--- src/rtl/mem_pkg.sv ---
// Shared types and defaults for the MEM pipeline stage and its alignment helper.
package mem_pkg;

  localparam int unsigned DATA_W_DEF      = 32;
  localparam int unsigned DEPTH_DEF       = 32;
  localparam int unsigned REG_W_DEF       = 5;
  localparam int unsigned WAIT_CYCLES_DEF = 0;

  typedef enum logic [1:0] {
    SZ_BYTE = 2'b00,
    SZ_HALF = 2'b01,
    SZ_WORD = 2'b10
  } size_e;

  typedef enum logic {
    IDLE = 1'b0,
    WAIT = 1'b1
  } state_e;

  // The unused encoding 2'b11 behaves as a word access.
  function automatic size_e decode_size(input logic [1:0] raw);
    size_e sz;
    case (raw)
      2'b00:   sz = SZ_BYTE;
      2'b01:   sz = SZ_HALF;
      default: sz = SZ_WORD;
    endcase
    return sz;
  endfunction

endpackage

--- src/rtl/mem_align.sv ---
// Byte-lane steering for the MEM stage: lane enables, store replication,
// load extraction with extension, and the alignment check.
module mem_align
  import mem_pkg::*;
#(
  parameter int unsigned DATA_W = DATA_W_DEF
) (
  input  logic              access_i,
  input  logic [1:0]        size_i,
  input  logic              unsigned_i,
  input  logic [1:0]        addr_lo_i,
  input  logic [DATA_W-1:0] wdata_i,
  input  logic [DATA_W-1:0] rword_i,
  output logic [3:0]        lane_en_o,
  output logic [DATA_W-1:0] wdata_rep_o,
  output logic [DATA_W-1:0] load_o,
  output logic              misalign_o
);

  size_e       size;
  logic        bad_align;
  logic [7:0]  load_byte;
  logic [15:0] load_half;

  assign size = decode_size(size_i);

  always_comb begin
    bad_align = 1'b0;
    case (size)
      SZ_HALF: bad_align = addr_lo_i[0];
      SZ_WORD: bad_align = |addr_lo_i;
      default: bad_align = 1'b0;
    endcase
  end

  assign misalign_o = access_i & bad_align;

  // Lane enables and replicated store data; the merge keeps only enabled lanes.
  always_comb begin
    lane_en_o   = 4'b1111;
    wdata_rep_o = wdata_i;
    case (size)
      SZ_BYTE: begin
        lane_en_o   = 4'b0001 << addr_lo_i;
        wdata_rep_o = {4{wdata_i[7:0]}};
      end
      SZ_HALF: begin
        lane_en_o   = addr_lo_i[1] ? 4'b1100 : 4'b0011;
        wdata_rep_o = {2{wdata_i[15:0]}};
      end
      default: begin
        lane_en_o   = 4'b1111;
        wdata_rep_o = wdata_i;
      end
    endcase
  end

  always_comb begin
    load_byte = rword_i[{addr_lo_i, 3'b000} +: 8];
    load_half = addr_lo_i[1] ? rword_i[31:16] : rword_i[15:0];
    load_o    = rword_i;
    case (size)
      SZ_BYTE: load_o = unsigned_i ? {24'h0, load_byte} : {{24{load_byte[7]}}, load_byte};
      SZ_HALF: load_o = unsigned_i ? {16'h0, load_half} : {{16{load_half[15]}}, load_half};
      default: load_o = rword_i;
    endcase
  end

endmodule

--- src/rtl/mem_stage.sv ---
// MEM pipeline stage: word-organised data RAM with sub-word access,
// optional wait-state insertion, and the MEM/WB pipeline register.
module mem_stage
  import mem_pkg::*;
#(
  parameter int unsigned DATA_W      = DATA_W_DEF,
  parameter int unsigned DEPTH       = DEPTH_DEF,
  parameter int unsigned REG_W       = REG_W_DEF,
  parameter int unsigned WAIT_CYCLES = WAIT_CYCLES_DEF
) (
  input  logic              clk,
  input  logic              rst,
  input  logic [1:0]        wb_in,
  input  logic              m_read,
  input  logic              m_write,
  input  logic [1:0]        m_size,
  input  logic              m_unsigned,
  input  logic [DATA_W-1:0] address_mem,
  input  logic [DATA_W-1:0] write_data_mem,
  input  logic [REG_W-1:0]  write_register_ex,
  output logic [1:0]        wb,
  output logic [REG_W-1:0]  write_register_mem,
  output logic [DATA_W-1:0] address_wb,
  output logic [DATA_W-1:0] read_data,
  output logic              misalign,
  output logic              stall,
  output logic [DATA_W-1:0] ram_data,
  output logic [DATA_W-1:0] ram_adr
);

  localparam int unsigned IDX_W = $clog2(DEPTH);
  localparam int unsigned CNT_W = (WAIT_CYCLES > 1) ? $clog2(WAIT_CYCLES) : 1;

  logic [DATA_W-1:0] ram_q [DEPTH];

  logic [IDX_W-1:0]  idx;
  logic [DATA_W-1:0] rword;
  logic [DATA_W-1:0] wdata_rep;
  logic [DATA_W-1:0] load_val;
  logic [DATA_W-1:0] lane_mask;
  logic [DATA_W-1:0] merged;
  logic [3:0]        lane_en;
  logic              access;
  logic              mis;
  logic              commit;
  logic              store_commit;
  logic              ram_we;

  state_e            state_q, state_d;
  logic [CNT_W-1:0]  cnt_q, cnt_d;

  logic [1:0]        wb_q, wb_d;
  logic [REG_W-1:0]  wreg_q, wreg_d;
  logic [DATA_W-1:0] adr_q, adr_d;
  logic [DATA_W-1:0] rdata_q, rdata_d;
  logic              mis_q, mis_d;
  logic [DATA_W-1:0] ram_data_q, ram_data_d;
  logic [DATA_W-1:0] ram_adr_q, ram_adr_d;

  // Upper address bits are ignored so out-of-range addresses wrap.
  assign idx    = address_mem[IDX_W+1:2];
  assign rword  = ram_q[idx];
  assign access = m_read | m_write;

  mem_align #(
    .DATA_W (DATA_W)
  ) u_align (
    .access_i    (access),
    .size_i      (m_size),
    .unsigned_i  (m_unsigned),
    .addr_lo_i   (address_mem[1:0]),
    .wdata_i     (write_data_mem),
    .rword_i     (rword),
    .lane_en_o   (lane_en),
    .wdata_rep_o (wdata_rep),
    .load_o      (load_val),
    .misalign_o  (mis)
  );

  always_comb begin
    lane_mask = '0;
    for (int i = 0; i < 4; i++) begin
      lane_mask[8*i +: 8] = {8{lane_en[i]}};
    end
  end

  assign merged = (rword & ~lane_mask) | (wdata_rep & lane_mask);

  // Wait-state sequencer: N stall cycles, then one commit cycle.
  always_comb begin
    state_d = state_q;
    cnt_d   = cnt_q;
    stall   = 1'b0;
    commit  = 1'b0;
    case (state_q)
      IDLE: begin
        if (access && (WAIT_CYCLES != 0)) begin
          stall   = 1'b1;
          cnt_d   = CNT_W'(WAIT_CYCLES - 1);
          state_d = WAIT;
        end else begin
          commit = 1'b1;
        end
      end
      WAIT: begin
        if (cnt_q != '0) begin
          stall = 1'b1;
          cnt_d = cnt_q - CNT_W'(1);
        end else begin
          commit  = 1'b1;
          state_d = IDLE;
        end
      end
      default: state_d = IDLE;
    endcase
  end

  assign store_commit = commit & m_write & ~mis;
  assign ram_we       = store_commit & ~rst;

  // Pipeline capture on commit; a stall cycle launches a bubble.
  always_comb begin
    wb_d       = wb_q;
    wreg_d     = wreg_q;
    adr_d      = adr_q;
    rdata_d    = rdata_q;
    mis_d      = mis_q;
    ram_data_d = ram_data_q;
    ram_adr_d  = ram_adr_q;
    if (commit) begin
      wb_d    = wb_in;
      wreg_d  = write_register_ex;
      adr_d   = address_mem;
      rdata_d = (m_read && !mis) ? load_val : '0;
      mis_d   = mis;
      if (store_commit) begin
        ram_data_d = merged;
        ram_adr_d  = address_mem;
      end
    end else begin
      wb_d = '0;
    end
  end

  always_ff @(posedge clk) begin
    if (rst) begin
      state_q <= IDLE;
      cnt_q   <= '0;
    end else begin
      state_q <= state_d;
      cnt_q   <= cnt_d;
    end
  end

  always_ff @(posedge clk) begin
    if (rst) begin
      wb_q       <= '0;
      wreg_q     <= '0;
      adr_q      <= '0;
      rdata_q    <= '0;
      mis_q      <= 1'b0;
      ram_data_q <= '0;
      ram_adr_q  <= '0;
    end else begin
      wb_q       <= wb_d;
      wreg_q     <= wreg_d;
      adr_q      <= adr_d;
      rdata_q    <= rdata_d;
      mis_q      <= mis_d;
      ram_data_q <= ram_data_d;
      ram_adr_q  <= ram_adr_d;
    end
  end

  // RAM contents survive reset; only the write is blocked while rst is high.
  always_ff @(posedge clk) begin
    if (ram_we) begin
      ram_q[idx] <= merged;
    end
  end

  assign wb                 = wb_q;
  assign write_register_mem = wreg_q;
  assign address_wb         = adr_q;
  assign read_data          = rdata_q;
  assign misalign           = mis_q;
  assign ram_data           = ram_data_q;
  assign ram_adr            = ram_adr_q;

endmodule
--- config.mk ---
export PLATFORM = sky130hd
export DESIGN_NAME = mem_stage
export DESIGN_NICKNAME = d
export VERILOG_FILES = /design/src/rtl/mem_pkg.sv /design/src/rtl/mem_align.sv /design/src/rtl/mem_stage.sv
export SDC_FILE = /design/constraint.sdc
export NUM_CORES = 1
export LEC_CHECK = 0
export ABC_CLOCK_PERIOD_IN_PS = 12100
export CAP_MARGIN = 20
export CORE_AREA = 2 2 510 360
export CTS_CLUSTER_SIZE = 14
export DETAILED_ROUTE_END_ITERATION = 16
export DIE_AREA = 0 0 512 362
export GPL_TIMING_DRIVEN = 0
export SETUP_SLACK_MARGIN = 0.2
export SLEW_MARGIN = 20
export SYNTH_ARGS = -nofsm -noshare
export SYNTH_HDL_FRONTEND = slang
export SYNTH_SLANG_ARGS = --single-unit
--- constraint.sdc ---
create_clock -name clk -period 12.1 [get_ports clk]
set_input_delay 3.025 -clock clk [delete_from_list [all_inputs] [get_ports clk]]
set_output_delay 3.025 -clock clk [all_outputs]
set_load 0.05 [all_outputs]
==> results.json, run 1 <==
{
  "result_of_the_run": "finished clean",
  "cts_inserted_buffers": 117,
  "synth_seq_cells": 1160,
  "preCtsSetupSlack_ns": 4.374,
  "worst_clock_skew_ns": 0.04232,
  "detailedRoute.firstIterationViolations": 4547,
  "critical_path_class": "in2reg",
  "placementRows": 131,
  "static-leakage-power_nw": 19.17,
  "clock_tree.buffer_depth": 3,
  "synth_top_area_cell": "sky130_fd_sc_hd__edfxtp_1",
  "final.period_utilization_pct": 58.64,
  "nNetsFinal": 3188,
  "globalplace.congestion": 0.8923,
  "vdd_ir_drop_max_uv": 145.4,
  "crit_arrival_ns": 7.32,
  "max_fclk_mhz": 140.9,
  "setup_ws_ns": 5.004,
  "ys_async_sr_fraction_pct": 0,
  "tritoncts": "done",
  "clock_tree.htree_level_count": 3,
  "clkPwrFrac_pct": 41.1,
  "p_total_mw": 8.913,
  "master_cell_of_the_clock_root_buffer": "sky130_fd_sc_hd__clkbuf_16",
  "cpMaxStageDelayCell": "sky130_fd_sc_hd__nand2_1",
  "dr.pass1.iters": 6,
  "timing.final.setup_violations": 0,
  "placed_wire_length_estimate_after_detailed_placement_mm": 117.6,
  "final.setup.tns_ns": 0,
  "antenna_found_initial": 7,
  "finish.utilization_pct": 31.05,
  "remaining_global_route_overflow": 0,
  "cts_hold_buf": 0,
  "die_area_um2": 185300,
  "timing_max_transition_violations_final": 0,
  "grtUsageTotal_pct": 17.61,
  "syn2layout_area_growth_pct": 25.03,
  "rsz0062_at_grt": "false",
  "resize_count_post_cts": 0,
  "clk_latency_ns": 0.76,
  "clkSinkCount": 1160,
  "combPwrFrac_pct": 8.7,
  "wire_length_after_detailed_routing_mm": 169.0,
  "cpLargestDelayFamily": "simple AND/OR/NAND/NOR gates",
  "worst_path_cell_trace": "clkdlybuf4s50_1, buf_6, nand4bb_1, buf_4, buf_2, o22ai_1, nor4_1, nand2_1, o211ai_1, nand2_1",
  "initial_core_util_pct": 24.84,
  "crit_path_launch_type": "primary input",
  "buffer_ports.inserted": 211,
  "die_h_um": 362,
  "critical_path.most_common_cell": "sky130_fd_sc_hd__nand2_1",
  "power.switching_fraction_pct": 24.51,
  "synth_area_leaders": "sky130_fd_sc_hd__edfxtp_1, sky130_fd_sc_hd__mux2i_1, sky130_fd_sc_hd__dfxtp_1, sky130_fd_sc_hd__o22ai_1, sky130_fd_sc_hd__nand2_1",
  "cell_internal_pwr_mw": 6.729,
  "finalHoldViolCount": 0,
  "final_period_minus_worst_setup_slack_ns": 7.096,
  "timing.max_cap.violations": 0,
  "post_route_cells_drive_above_1_share_pct": 15.60,
  "layout.cell_area.non_filler_um2": 56140,
  "synth-seq-area-share_pct": 74.55,
  "synth_largest_type_area_fraction_pct": 68.48,
  "p_per_area_nw_per_um2": 158.8,
  "worst_setup_path_end_kind": "flip-flop",
  "grt_pass1_vias": 26370,
  "finalNonFillerCells": 5608,
  "io_pins": 215,
  "first_pass_grt_wire_length_mm": 225.5,
  "fp.coreArea_um2": 180800,
  "critPathMaxFanout": 33,
  "required_ns": 12.33,
  "transition_at_the_pin_with_the_smallest_max_transition_slack_ns": 1.150,
  "synth_nets": 2764,
  "critPathMaxStageDelay_ns": 0.77,
  "cell_variety_after_synth": 55,
  "synth_enable_flop_cells": 1024,
  "most_frequently_used_cell_type_in_the_post_synthesis_netlist": "sky130_fd_sc_hd__edfxtp_1",
  "p_sw_mw": 2.185,
  "seqPwrFrac_pct": 50.2,
  "hold_ws_ns": 0.4542,
  "post_detailed_route_via_to_cell_ratio": 5.071,
  "remaining_number_of_nets_flagged_by_the_antenna_check_after_routing": 0,
  "post_synth_instance_area_um2": 44900,
  "postCtsSetupBuffers": 0,
  "post_detailed_route_wirelength_per_cell_um": 30.13,
  "synth_commonest_cells": "sky130_fd_sc_hd__edfxtp_1, sky130_fd_sc_hd__mux2i_1, sky130_fd_sc_hd__o22ai_1, sky130_fd_sc_hd__nand2_1, sky130_fd_sc_hd__dfxtp_1",
  "die_width_um": 512,
  "timing.critical_path.buf_inv": 4,
  "timing.max_slew.rel_slack_pct": 22.72,
  "yosys_most_used_dff": "sky130_fd_sc_hd__edfxtp_1",
  "grt_max_degree": 34,
  "synthesis.yosys.warnings": 0,
  "cts.clk_slew.worst_paths_ns": 0.06,
  "min_path_type": "reg2reg",
  "vias": 28440,
  "placed_cell_area_um2": 52260,
  "post-route-drc-count": 0,
  "synthesized_area_per_cell_um2": 16.72,
  "dpl.cell_count": 5383,
  "synthesis.instances": 2686
}
-- worst min-delay path, stage by stage (launching register included) --
cell and delay (ns):
sky130_fd_sc_hd__dfxtp_1 0.31, sky130_fd_sc_hd__nand2_1 0.05, sky130_fd_sc_hd__a21oi_1 0.05
-- kinds of logic (layout without fill, tap and decap cells) --
family | Yosys count | count (layout) | share of synthesized area, %
flops | 1160 | 1160 | 74.55
compound gates | 423 | 423 | 6.103
other cells | 1 | 3 | 0.008352
buf+inv | 169 | 695 | 2.541
simple gates | 407 | 407 | 5.058
mux | 526 | 526 | 11.74
-- power by group through the flow --
stage / Clock [mW] / Combinational, mW / Sequential [mW]
4_1_cts: 3.69 / 0.754 / 4.48
5_1_grt: 3.84 / 0.791 / 4.48
6_report: 3.66 / 0.773 / 4.48
3_3_place_gp: 0 / 0.707 / 4.57
2_1_floorplan: 0 / 0.318 / 4.65
3_5_place_dp: 0 / 0.752 / 4.56
-- per-layer routing --
| metal | track usage [%] | vias up | wire (um) |
|---|---|---|---|
| li1 | - | 11450 | - |
| met1 | 23.43 | 14520 | 65070 |
| met2 | 26.80 | 2088 | 74530 |
| met3 | 4.615 | 383 | 21110 |
| met4 | 8.007 | 0 | 8278 |
| met5 | 0 | - | 0 |
-- final cells by class --
class	instances	area, um^2
inverters	2	7.507
clock inverters	75	656.9
clock buffers	146	3193
plain buffers	167	1136
fillers	17460	124600
flip-flops and latches	1160	33470
repair buffers	305	3915
well taps	2394	2995
diodes	2	5.005
multi-input cells	1357	10760
-- placed cells by master, fill, tap and decap left out, drive strengths merged, types with 10 or more instances in the layout --
cell           count
a22o              14
a31oi             18
nand2            174
dfxtp            136
edfxtp          1024
o22ai            256
a21oi             60
buf              220
nand2b            10
clkdlybuf4s50    211
nor2              67
clkinv            53
nor2b             47
clkbuf           187
nor4              64
mux2i            520
a21o              16
-- final timing paths --
check	startpoint	to	slack, ns	depth (start not counted)
worst min register to register	ram_adr[15]	ram_adr[15]	0.45	2
worst max-delay path	address_mem[6]	ram_q[3][22]	5.00	10
worst max register to register	ram_q[10][23]	ram_q[12][23]	8.74	6
worst min-delay path	ram_adr[15]	ram_adr[15]	0.45	2
-- registers in the layout, summed over array words and instances, names as in the netlist --
register,count
ram_q,1024
address_wb,32
ram_adr,32
ram_data,32
read_data,32
write_register_mem,5
wb,2
misalign,1
No activity file was read; power rests on OpenSTA's default activity.
==> run 2: changes to the inputs <==
Settings changed: ABC_CLOCK_PERIOD_IN_PS 12100 to 6100.
Clock period 12.1 ns to 6.1 ns, I/O delays scaled along.
==> results of run 2 <==
The final DEF is identical to that of run 1. Status: finished clean.
Among the figures that moved: setup slack after placement 4.374 ns -> -0.1258 ns; setup slack after layout 5.004 ns -> 0.5043 ns; register-to-register setup slack 8.74 ns -> 2.74 ns; total power 8.913 mW -> 17.68 mW; worst IR drop on VDD 145.4 uV -> 288.3 uV
